==> config.mk <==
export PLATFORM = sky130hd
export DESIGN_NAME = admo_div
export DESIGN_NICKNAME = d
export VERILOG_FILES = /design/src/rtl/admo_div.sv
export SDC_FILE = /design/constraint.sdc
export NUM_CORES = 1
export LEC_CHECK = 0
export CAP_MARGIN = 5
export CORE_MARGIN = 10
export CORE_UTILIZATION = 49
export DETAILED_ROUTE_END_ITERATION = 6
export GPL_TIMING_DRIVEN = 0
export PLACE_DENSITY = 0.78
export SYNTH_ARGS = -nofsm -noshare
export SYNTH_HDL_FRONTEND = slang
export SYNTH_SLANG_ARGS = --single-unit
==> constraint.sdc <==
create_clock -name clk_i -period 5.65 [get_ports clk_i]
set_input_delay 0.8475 -clock clk_i [delete_from_list [all_inputs] [get_ports clk_i]]
set_output_delay 0.8475 -clock clk_i [all_outputs]
set_load 0.01 [all_outputs]
==> src/rtl/admo_div.sv <==
// ============================================================================
// Module      : admo_div
// Description : Multi-cycle radix-2 restoring divider for DIV/DIVU/REM/REMU.
//               Optional macro ADMO_DIV_ZERO_FAST_EN completes a zero-divisor
//               request in one cycle instead of the full iteration sequence.
// Revision    : 1.0 - initial release
// ============================================================================
`default_nettype none

`ifndef DATA_WIDTH
`define DATA_WIDTH 32
`endif

module admo_div (
    input  logic                   clk_i,
    input  logic                   rst_i,
    input  logic                   start_i,
    input  logic [1:0]             operator_i,
    input  logic [`DATA_WIDTH-1:0] operand_a_i,
    input  logic [`DATA_WIDTH-1:0] operand_b_i,
    output logic                   busy_o,
    output logic                   valid_o,
    output logic [`DATA_WIDTH-1:0] result_o
);

    localparam int DW = `DATA_WIDTH;
    localparam logic [5:0] LAST_ITER = 6'(DW - 1);

    typedef enum logic [1:0] {
        S_IDLE = 2'd0,
        S_CALC = 2'd1,
        S_DONE = 2'd2
    } state_t;

    state_t          state_q, state_d;
    logic [5:0]      cnt_q, cnt_d;
    logic            rem_sel_q, rem_sel_d;
    logic            qneg_q, qneg_d;
    logic            rneg_q, rneg_d;
    logic            dz_q, dz_d;
    logic [DW-1:0]   a_q, a_d;
    logic [DW-1:0]   dvd_q, dvd_d;
    logic [DW-1:0]   dvs_q, dvs_d;
    logic [DW:0]     rem_q, rem_d;
    logic [DW-1:0]   result_q, result_d;

    // Operand conditioning at acceptance
    logic            w_signed;
    logic            w_a_neg;
    logic            w_b_neg;
    logic            w_b_zero;
    logic [DW-1:0]   w_a_mag;
    logic [DW-1:0]   w_b_mag;

    assign w_signed = ~operator_i[0];
    assign w_a_neg  = w_signed & operand_a_i[DW-1];
    assign w_b_neg  = w_signed & operand_b_i[DW-1];
    assign w_b_zero = (operand_b_i == '0);
    assign w_a_mag  = w_a_neg ? -operand_a_i : operand_a_i;
    assign w_b_mag  = w_b_neg ? -operand_b_i : operand_b_i;

`ifdef ADMO_DIV_ZERO_FAST_EN
    logic [DW-1:0]   w_dz_result;
    assign w_dz_result = operator_i[1] ? operand_a_i : '1;
`endif

    // One restoring step: dividend bits shift out of dvd_q while quotient bits shift in
    logic [DW:0]     w_shift;
    logic [DW+1:0]   w_diff;
    logic            w_fit;
    logic [DW:0]     w_rem_nxt;
    logic [DW-1:0]   w_quo_nxt;

    assign w_shift   = {rem_q[DW-1:0], dvd_q[DW-1]};
    assign w_diff    = {1'b0, w_shift} - {2'b00, dvs_q};
    assign w_fit     = ~w_diff[DW+1];
    assign w_rem_nxt = w_fit ? w_diff[DW:0] : w_shift;
    assign w_quo_nxt = {dvd_q[DW-2:0], w_fit};

    // Sign fix-up and zero-divisor override on the final step
    logic [DW-1:0]   w_quo_fin;
    logic [DW-1:0]   w_rem_fin;
    logic [DW-1:0]   w_final;
    logic            w_unused_rem;

    assign w_quo_fin    = qneg_q ? -w_quo_nxt : w_quo_nxt;
    assign w_rem_fin    = rneg_q ? -w_rem_nxt[DW-1:0] : w_rem_nxt[DW-1:0];
    assign w_final      = dz_q ? (rem_sel_q ? a_q : '1)
                               : (rem_sel_q ? w_rem_fin : w_quo_fin);
    assign w_unused_rem = rem_q[DW] ^ w_rem_nxt[DW];

    always_comb begin
        state_d   = state_q;
        cnt_d     = cnt_q;
        rem_sel_d = rem_sel_q;
        qneg_d    = qneg_q;
        rneg_d    = rneg_q;
        dz_d      = dz_q;
        a_d       = a_q;
        dvd_d     = dvd_q;
        dvs_d     = dvs_q;
        rem_d     = rem_q;
        result_d  = result_q;

        case (state_q)
            S_IDLE: begin
                if (start_i) begin
                    rem_sel_d = operator_i[1];
                    qneg_d    = w_a_neg ^ w_b_neg;
                    rneg_d    = w_a_neg;
                    dz_d      = w_b_zero;
                    a_d       = operand_a_i;
                    dvd_d     = w_a_mag;
                    dvs_d     = w_b_mag;
                    rem_d     = '0;
                    cnt_d     = '0;
`ifdef ADMO_DIV_ZERO_FAST_EN
                    if (w_b_zero) begin
                        state_d  = S_DONE;
                        result_d = w_dz_result;
                    end else begin
                        state_d  = S_CALC;
                    end
`else
                    state_d   = S_CALC;
`endif
                end
            end
            S_CALC: begin
                rem_d = w_rem_nxt;
                dvd_d = w_quo_nxt;
                cnt_d = cnt_q + 6'd1;
                if (cnt_q == LAST_ITER) begin
                    state_d  = S_DONE;
                    result_d = w_final;
                end
            end
            S_DONE: begin
                state_d = S_IDLE;
            end
            default: begin
                state_d = S_IDLE;
            end
        endcase
    end

    always_ff @(posedge clk_i) begin
        if (rst_i) begin
            state_q   <= S_IDLE;
            cnt_q     <= '0;
            rem_sel_q <= 1'b0;
            qneg_q    <= 1'b0;
            rneg_q    <= 1'b0;
            dz_q      <= 1'b0;
            a_q       <= '0;
            dvd_q     <= '0;
            dvs_q     <= '0;
            rem_q     <= '0;
            result_q  <= '0;
        end else begin
            state_q   <= state_d;
            cnt_q     <= cnt_d;
            rem_sel_q <= rem_sel_d;
            qneg_q    <= qneg_d;
            rneg_q    <= rneg_d;
            dz_q      <= dz_d;
            a_q       <= a_d;
            dvd_q     <= dvd_d;
            dvs_q     <= dvs_d;
            rem_q     <= rem_d;
            result_q  <= result_d;
        end
    end

    assign busy_o   = (state_q != S_IDLE);
    assign valid_o  = (state_q == S_DONE);
    assign result_o = result_q;

endmodule

`default_nettype wire

==> results.py <==
metrics = {
    "global_routing": {
        "grt_pass1_vias": 12444,
        "gr-total-overflow": 0,
        "grt_pass1_wl_microns": 69200,
        "grt.total_usage_pct": 27.6,
        "antenna_found_initial": 1,
        "grt_max_degree": 20,
    },
    "worst_setup_path": {
        "reg2reg_depth": 21,
        "rrSetupSlack_ns": 0.27,
        "regToRegEndpoint": "result_o[30]",
        "arrival_ns": 5.71,
        "critPathSlowestCell": "or3_4",
        "cp.required_ns": 5.98,
        "crit_chain": "ha_1 > buf_2 > nand4_1 > or2_1 > or3_4 > a2111o_1 > nand2_2 > buf_6 > buf_6 > a21oi_1 > inv_1 > ha_1 > nor3b_4 > nor2b_1 > nand3_1 > a222oi_1 > buf_4 > o211ai_1 > nor3_1 > mux2_2 > a32o_1",
        "cp-end-kind": "flip-flop",
        "r2r_start": "rem_q[24]",
        "cp-startpoint": "rem_q[24]",
        "slowest_delay_ns": 0.42,
        "path_max_fanout": 19,
        "start_kind": "flip-flop",
        "worstSetupPathType": "reg -> reg",
    },
    "finish": {
        "drive_gt1_share_pct": 4.37,
        "final_nets": 1902,
        "fillers": 2358,
        "post-route-util_pct": 58.5,
        "areaGrowthSynthToFinish_pct": 17.1,
    },
    "power": {
        "clkPwrFrac_pct": 11.4,
        "internal_power_mw": 4.63,
        "switching_power_mw": 5.93,
        "seqPwrFrac_pct": 14.6,
        "combinationalPowerShare_pct": 74.0,
        "peakVddDrop_mv": 0.637,
        "p_leak_nw": 5.15,
        "swShare_pct": 56.1,
        "p_per_area_nw_per_um2": 741,
    },
    "cts": {
        "cts-root-buf": "clkbuf_16",
        "clk_latency_ns": 0.44,
        "clk_pin_slew_worst_paths_ns": 0.08,
        "cts_buffer_depth": 2,
        "cts_tree": "built",
        "cts_hold_buf": 0,
        "cts.sinks": 172,
        "htreeDepth": 4,
        "cts_buffers": 17,
    },
    "yosys": {
        "synth.net_count": 1780,
        "synth_fa_ha_area_share_pct": 3.97,
        "yosys_warnings": 0,
        "ys_ff_latch": 172,
        "async_flop_share_pct": 0,
        "yosys.area_share.simple_pct": 22.7,
        "postSynthCellCount": 1673,
        "synth_edf_count": 0,
        "yosysTopAreaCell": "dfxtp_1",
        "synthTopCellsByCount": "nand2_1 (217), a21oi_1 (186), nor2_1 (174)",
        "yosys.cell_count.top_type": "nand2_1",
        "synth_top_family_by_area": "compound AO/OA/AOI/OAI gates",
        "synth_flop_cell": "dfxtp_1",
        "synth_top_area_share_pct": 28.3,
        "synth.avg_cell_area_sq_um": 7.28,
        "synth_xor_area_share_pct": 8.92,
        "seq_area_frac_synth_pct": 28.3,
        "syn_area_sq_um": 12200,
        "synth_mux_area_share_pct": 1.65,
        "synth_compound_area_share_pct": 29.1,
        "ys_types": 77,
        "synth.area.top_cells": "dfxtp_1 (28%), a21oi_1 (7.6%), nand2_1 (6.7%)",
    },
    "detailed_routing": {
        "wirelength_microns": 44800,
        "drt_iter0_markers": 1716,
        "remaining_drc_errors": 3,
        "dr.pass1.iters": 7,
        "wl_per_cell_microns": 21.0,
        "vias_per_cell": 6.36,
        "ant_nets": 0,
        "num_vias": 13561,
    },
    "floorplanning": {
        "die_x_microns": 178,
        "io_pins": 103,
        "die_area_sq_um": 31600,
        "rows": 57,
        "chipHeight_microns": 178,
        "start_util_pct": 49.9,
        "coreArea_sq_um": 24400,
    },
    "place": {
        "pre_cts_slack_ns": -0.508,
        "portBuffers": 102,
        "place_congestion": 0.988,
        "dpl.hpwl_microns": 35000,
    },
    "run": {
        "maxCapViolations": 0,
    },
    "worst_hold_path": {
        "holdPathEnd": "result_o[23]",
        "hold_path_class": "reg -> reg",
        "hold_start": "result_o[23]",
        "min_path_cells": 2,
    },
    "outcome": {
        "run_status": "finished, violations left",
        "violations": "design-rule violations",
    },
    "timing": {
        "period_needed_ns": 5.38,
        "fin_skew_ns": 0.0120,
        "worst_slack_ns": 0.268,
        "drv_slew": 0,
        "fin_crit_sh_pct": 95.3,
        "tns_ns": 0,
        "rsz0062_at_grt": "false",
        "worst_pin_slew_ns": 1.11,
        "slew_headroom_pct": 25.8,
        "finalSetupViolations": 0,
        "final_hold_viol_count": 0,
        "fmax_mhz": 186,
    },
}
through the flow:
stage	total power [mW]	hold WS, ns	std cells	instance area, sq um
4_1_cts	10.2	0.448	2131	14200
3_5_place_dp	8.91	0.436	2099	13600
2_1_floorplan	6.86	0.431	1673	12200
6_report	10.6	0.447	2133	14300
3_3_place_gp	8.79	0.436	2099	13600
5_1_grt	11.2	0.473	2132	14300
cells in the final DEF, fill, tap and decap left out, drive strengths merged, types with 37 or more instances in the layout:
cell type | netlist | routed
inv | 60 | 65
o21ai | 99 | 99
a21oi | 186 | 186
a211oi | 38 | 38
clkbuf | 92 | 109
dfxtp | 172 | 172
nor2 | 174 | 174
clkdlybuf4s50 | 0 | 102
ha | 37 | 37
a31oi | 39 | 39
nand2 | 219 | 219
xnor2 | 61 | 61
nor3 | 40 | 40
xor2 | 63 | 63
worst max-delay path by stage:
stage / slack (ns) / end / cells past startpoint
2_1_floorplan: 0.68 / result_o[30] / 22
3_3_place_gp: -0.48 / result_o[30] / 21
3_5_place_dp: -0.51 / result_o[30] / 21
4_1_cts: 0.008 / result_o[30] / 23
5_1_grt: 0.03 / result_o[30] / 21
6_report: 0.27 / result_o[30] / 21
state kept, by name, indices dropped and copies added (netlist names):
| register | cells |
|---|---|
| a_q | 32 |
| dvd_q | 32 |
| dvs_q | 32 |
| rem_q | 32 |
| result_o | 32 |
| cnt_q | 6 |
| state_q | 2 |
| dz_q | 1 |
| qneg_q | 1 |
| rem_sel_q | 1 |
| rneg_q | 1 |
metal layers:
metal	GRT usage (%)	wire, microns	share of wire, %
met1	37.4	19000	42
met2	42.9	19800	44
met3	6.50	4800	11
met4	7.99	1200	2.7
met5	0	12	0.027
power by group through the flow:
stage / Combinational (mW) / Clock [mW] / Sequential (mW)
3_3_place_gp: 7.23 / 0 / 1.56
4_1_cts: 7.49 / 1.20 / 1.54
2_1_floorplan: 5.37 / 0 / 1.49
3_5_place_dp: 7.35 / 0 / 1.56
6_report: 7.81 / 1.20 / 1.55
5_1_grt: 8.41 / 1.25 / 1.56
area by class of cell:
type,count,area [sq um],share of cell area [%]
antenna,1,2.50,0.0175
buffer,108,432,3.03
clock buffer,17,425,2.98
clock inverter,15,174,1.22
inverter,60,225,1.58
multi-input combinational,1331,8110,56.9
sequential,172,3440,24.1
tap,324,405,2.84
timing repair buffer,105,1040,7.32
timing repair:
item / 4_1_cts / 5_1_grt
pin swaps: 2 / 2
setup buffers: 1 / 2
endpoints found under the setup margin: 11 / 11
resized for setup: 5 / 9
critical path: cells and delay by family, from the launching register on:
kind            cells  cell delay [ns]
compound gates      5             1.25
fa+ha+maj           2             0.48
buf+inv             5             0.91
flops               1             0.39
mux                 1             0.36
simple gates        8             1.88
logic make-up after synthesis:
logic type               after synthesis
AND/OR/NAND/NOR                      597
AO/OA/AOI/OAI                        552
flip-flops                           172
buffers and inverters                170
XOR/XNOR                             124
adder cells (fa/ha/maj)               38
multiplexers                          20
Power figures use the tool's default switching activity.
==> RTL change (config.mk and constraints unchanged) <==
Reset style: asynchronous (`rst_i`), changed in one clocked block.
--- a/src/rtl/admo_div.sv
+++ b/src/rtl/admo_div.sv
@@ -146,3 +146,3 @@
 
-    always_ff @(posedge clk_i) begin
+    always_ff @(posedge clk_i or posedge rst_i) begin
         if (rst_i) begin
Check against the original RTL: differs if rst_i is asserted again (counterexample within 4 cycles, from zero or initial values and one cycle with rst_i high); with rst_i held inactive, the same outputs for 10 cycles.
==> RTL change against the unedited design <==
  * Area after synthesis is 1.2% higher
  * Cell area is 1.3% higher
  * Routed wire length is 7.2% lower
  * Highest routed layer is now met4
  * Final cell count is 6.8% lower
  * Sequential cell count stayed put
  * Total power is 16% lower
  * Worst setup slack better by 0.022 ns
==> RTL change: results <==
export IMPL_syn_nets=1634
export IMPL_critPathTopFamily="compound AO/OA/AOI/OAI gates"
export IMPL_nFillCells=2306
export IMPL_post_synth_main_area_contributors="dfrtp_1, o21ai_0, nand2_1"
export IMPL_multi_input_combinational_area_share=0.517
export IMPL_final_seq_area_sq_mm=0.00430
export IMPL_worst_r2r_path_cells=19
export IMPL_netlist_top_cell_by_area="dfrtp_1"
export IMPL_minimum_setup_slack_among_reg_to_reg_paths_ns=0.29
export IMPL_finalWirelength_microns=41600
export IMPL_achievable_frequency_mhz=187
export IMPL_yosys_area_share_xor_xnor=0.0995
export IMPL_wl_per_cell_microns=20.9
export IMPL_worst_ir_drop_vdd_uv=354
export IMPL_power_sequential_fraction=0.242
export IMPL_power_sequential_total_mw=2.16
export IMPL_power_leakage_nw=5.83
export IMPL_final_layout_size_suffix_gt1_frac=0.0493
export IMPL_grt_first_pass_wirelength_microns=65800
export IMPL_grt_start_max_net_pins=102
export IMPL_worst_path_max_delay_cell="dfrtp_1"
export IMPL_routed_via_density=6.28
export IMPL_final_nonclk_buf_share=0.0983
export IMPL_grt_total_usage=0.260
export IMPL_source_of_the_worst_hold_timing_path="a_q[4]$_DFFE_PP0P_"
export IMPL_nNonClkInverters=55
export IMPL_gp_congestion=0.985
export IMPL_nNetsFinal=1758
export IMPL_crit_reg2reg_launch="dvd_q[31]$_DFFE_PP0P_"
export IMPL_total_iterations_of_the_first_detailed_routing_run=6
export IMPL_timing_critical_path_slowest_cell_delay_ns=0.55
export IMPL_net_switching_component_of_the_power_mw=4.47
export IMPL_drt_initial_drc_count=1338
export IMPL_count_of_buffers_added_by_post_cts_timing_repair_for_setup=0
export IMPL_adder_cell_share_of_the_synthesized_area=0.0392
export IMPL_num_nonclk_buffers=191
export IMPL_synth_area_in_compound_gates=0.251
export IMPL_worst_pin_slew_ns=1.28
export IMPL_grt_antenna_before_repair=0
export IMPL_crit_arrival_ns=5.68
export IMPL_final_clkbuf_count=19
export IMPL_async_flop_share=1.00
export IMPL_placed_cells=1954
export IMPL_nFlopsAndLatches=172
export IMPL_pwr_share_comb=0.612
export IMPL_yosysUniqueCellTypes=82
export IMPL_critPathMaxFanout=10
export IMPL_synth_cells_most_frequent="nand2_1, o21ai_0, dfrtp_1, a21oi_1, nor2_1"
export IMPL_antenna_cells_inserted=0
export IMPL_hpwlAfterDp_microns=32000
export IMPL_final_setup_skew_ns=0.0105
export IMPL_number_of_global_route_vias_before_repair=12200
export IMPL_whs_endpoint="a_q[4]$_DFFE_PP0P_"
export IMPL_seq_area_frac_synth=0.349
export IMPL_fin_worst_hold_slack_ns=0.472
export IMPL_cts_repair_resize_count=3
export IMPL_n_multi_input_combinational_cell=1214
export IMPL_outcome="complete, no violations"
export IMPL_capturing_instance_or_port_of_the_critical_path="result_o[26]$_DFFE_PP0P_"
export IMPL_muxShareOfSynthArea=0.0187
RTL change: changes by cell type after synthesis, sizes merged, moves of 16 or more:
| cell | before | now |
|---|---|---|
| a31oi | 39 | 11 |
| nor2 | 174 | 82 |
| a211oi | 38 | 13 |
| clkbuf | 92 | 65 |
| dfrtp | 0 | 172 |
| o21ai | 99 | 202 |
| xnor2 | 61 | 78 |
| dfxtp | 172 | 0 |
| nor3 | 40 | 24 |
| a21oi | 186 | 87 |
| nand2 | 219 | 258 |
| nand3 | 25 | 47 |
RTL change: metal layers:
layer / wire [microns] / share of wire / vias to the layer above / GRT usage
li1: - / - / 5716 / -
met1: 17500 / 0.42 / 6087 / 0.345
met2: 19200 / 0.46 / 582 / 0.413
met3: 3610 / 0.087 / 89 / 0.0499
met4: 1180 / 0.028 / 0 / 0.0951
met5: 0 / 0 / - / 0
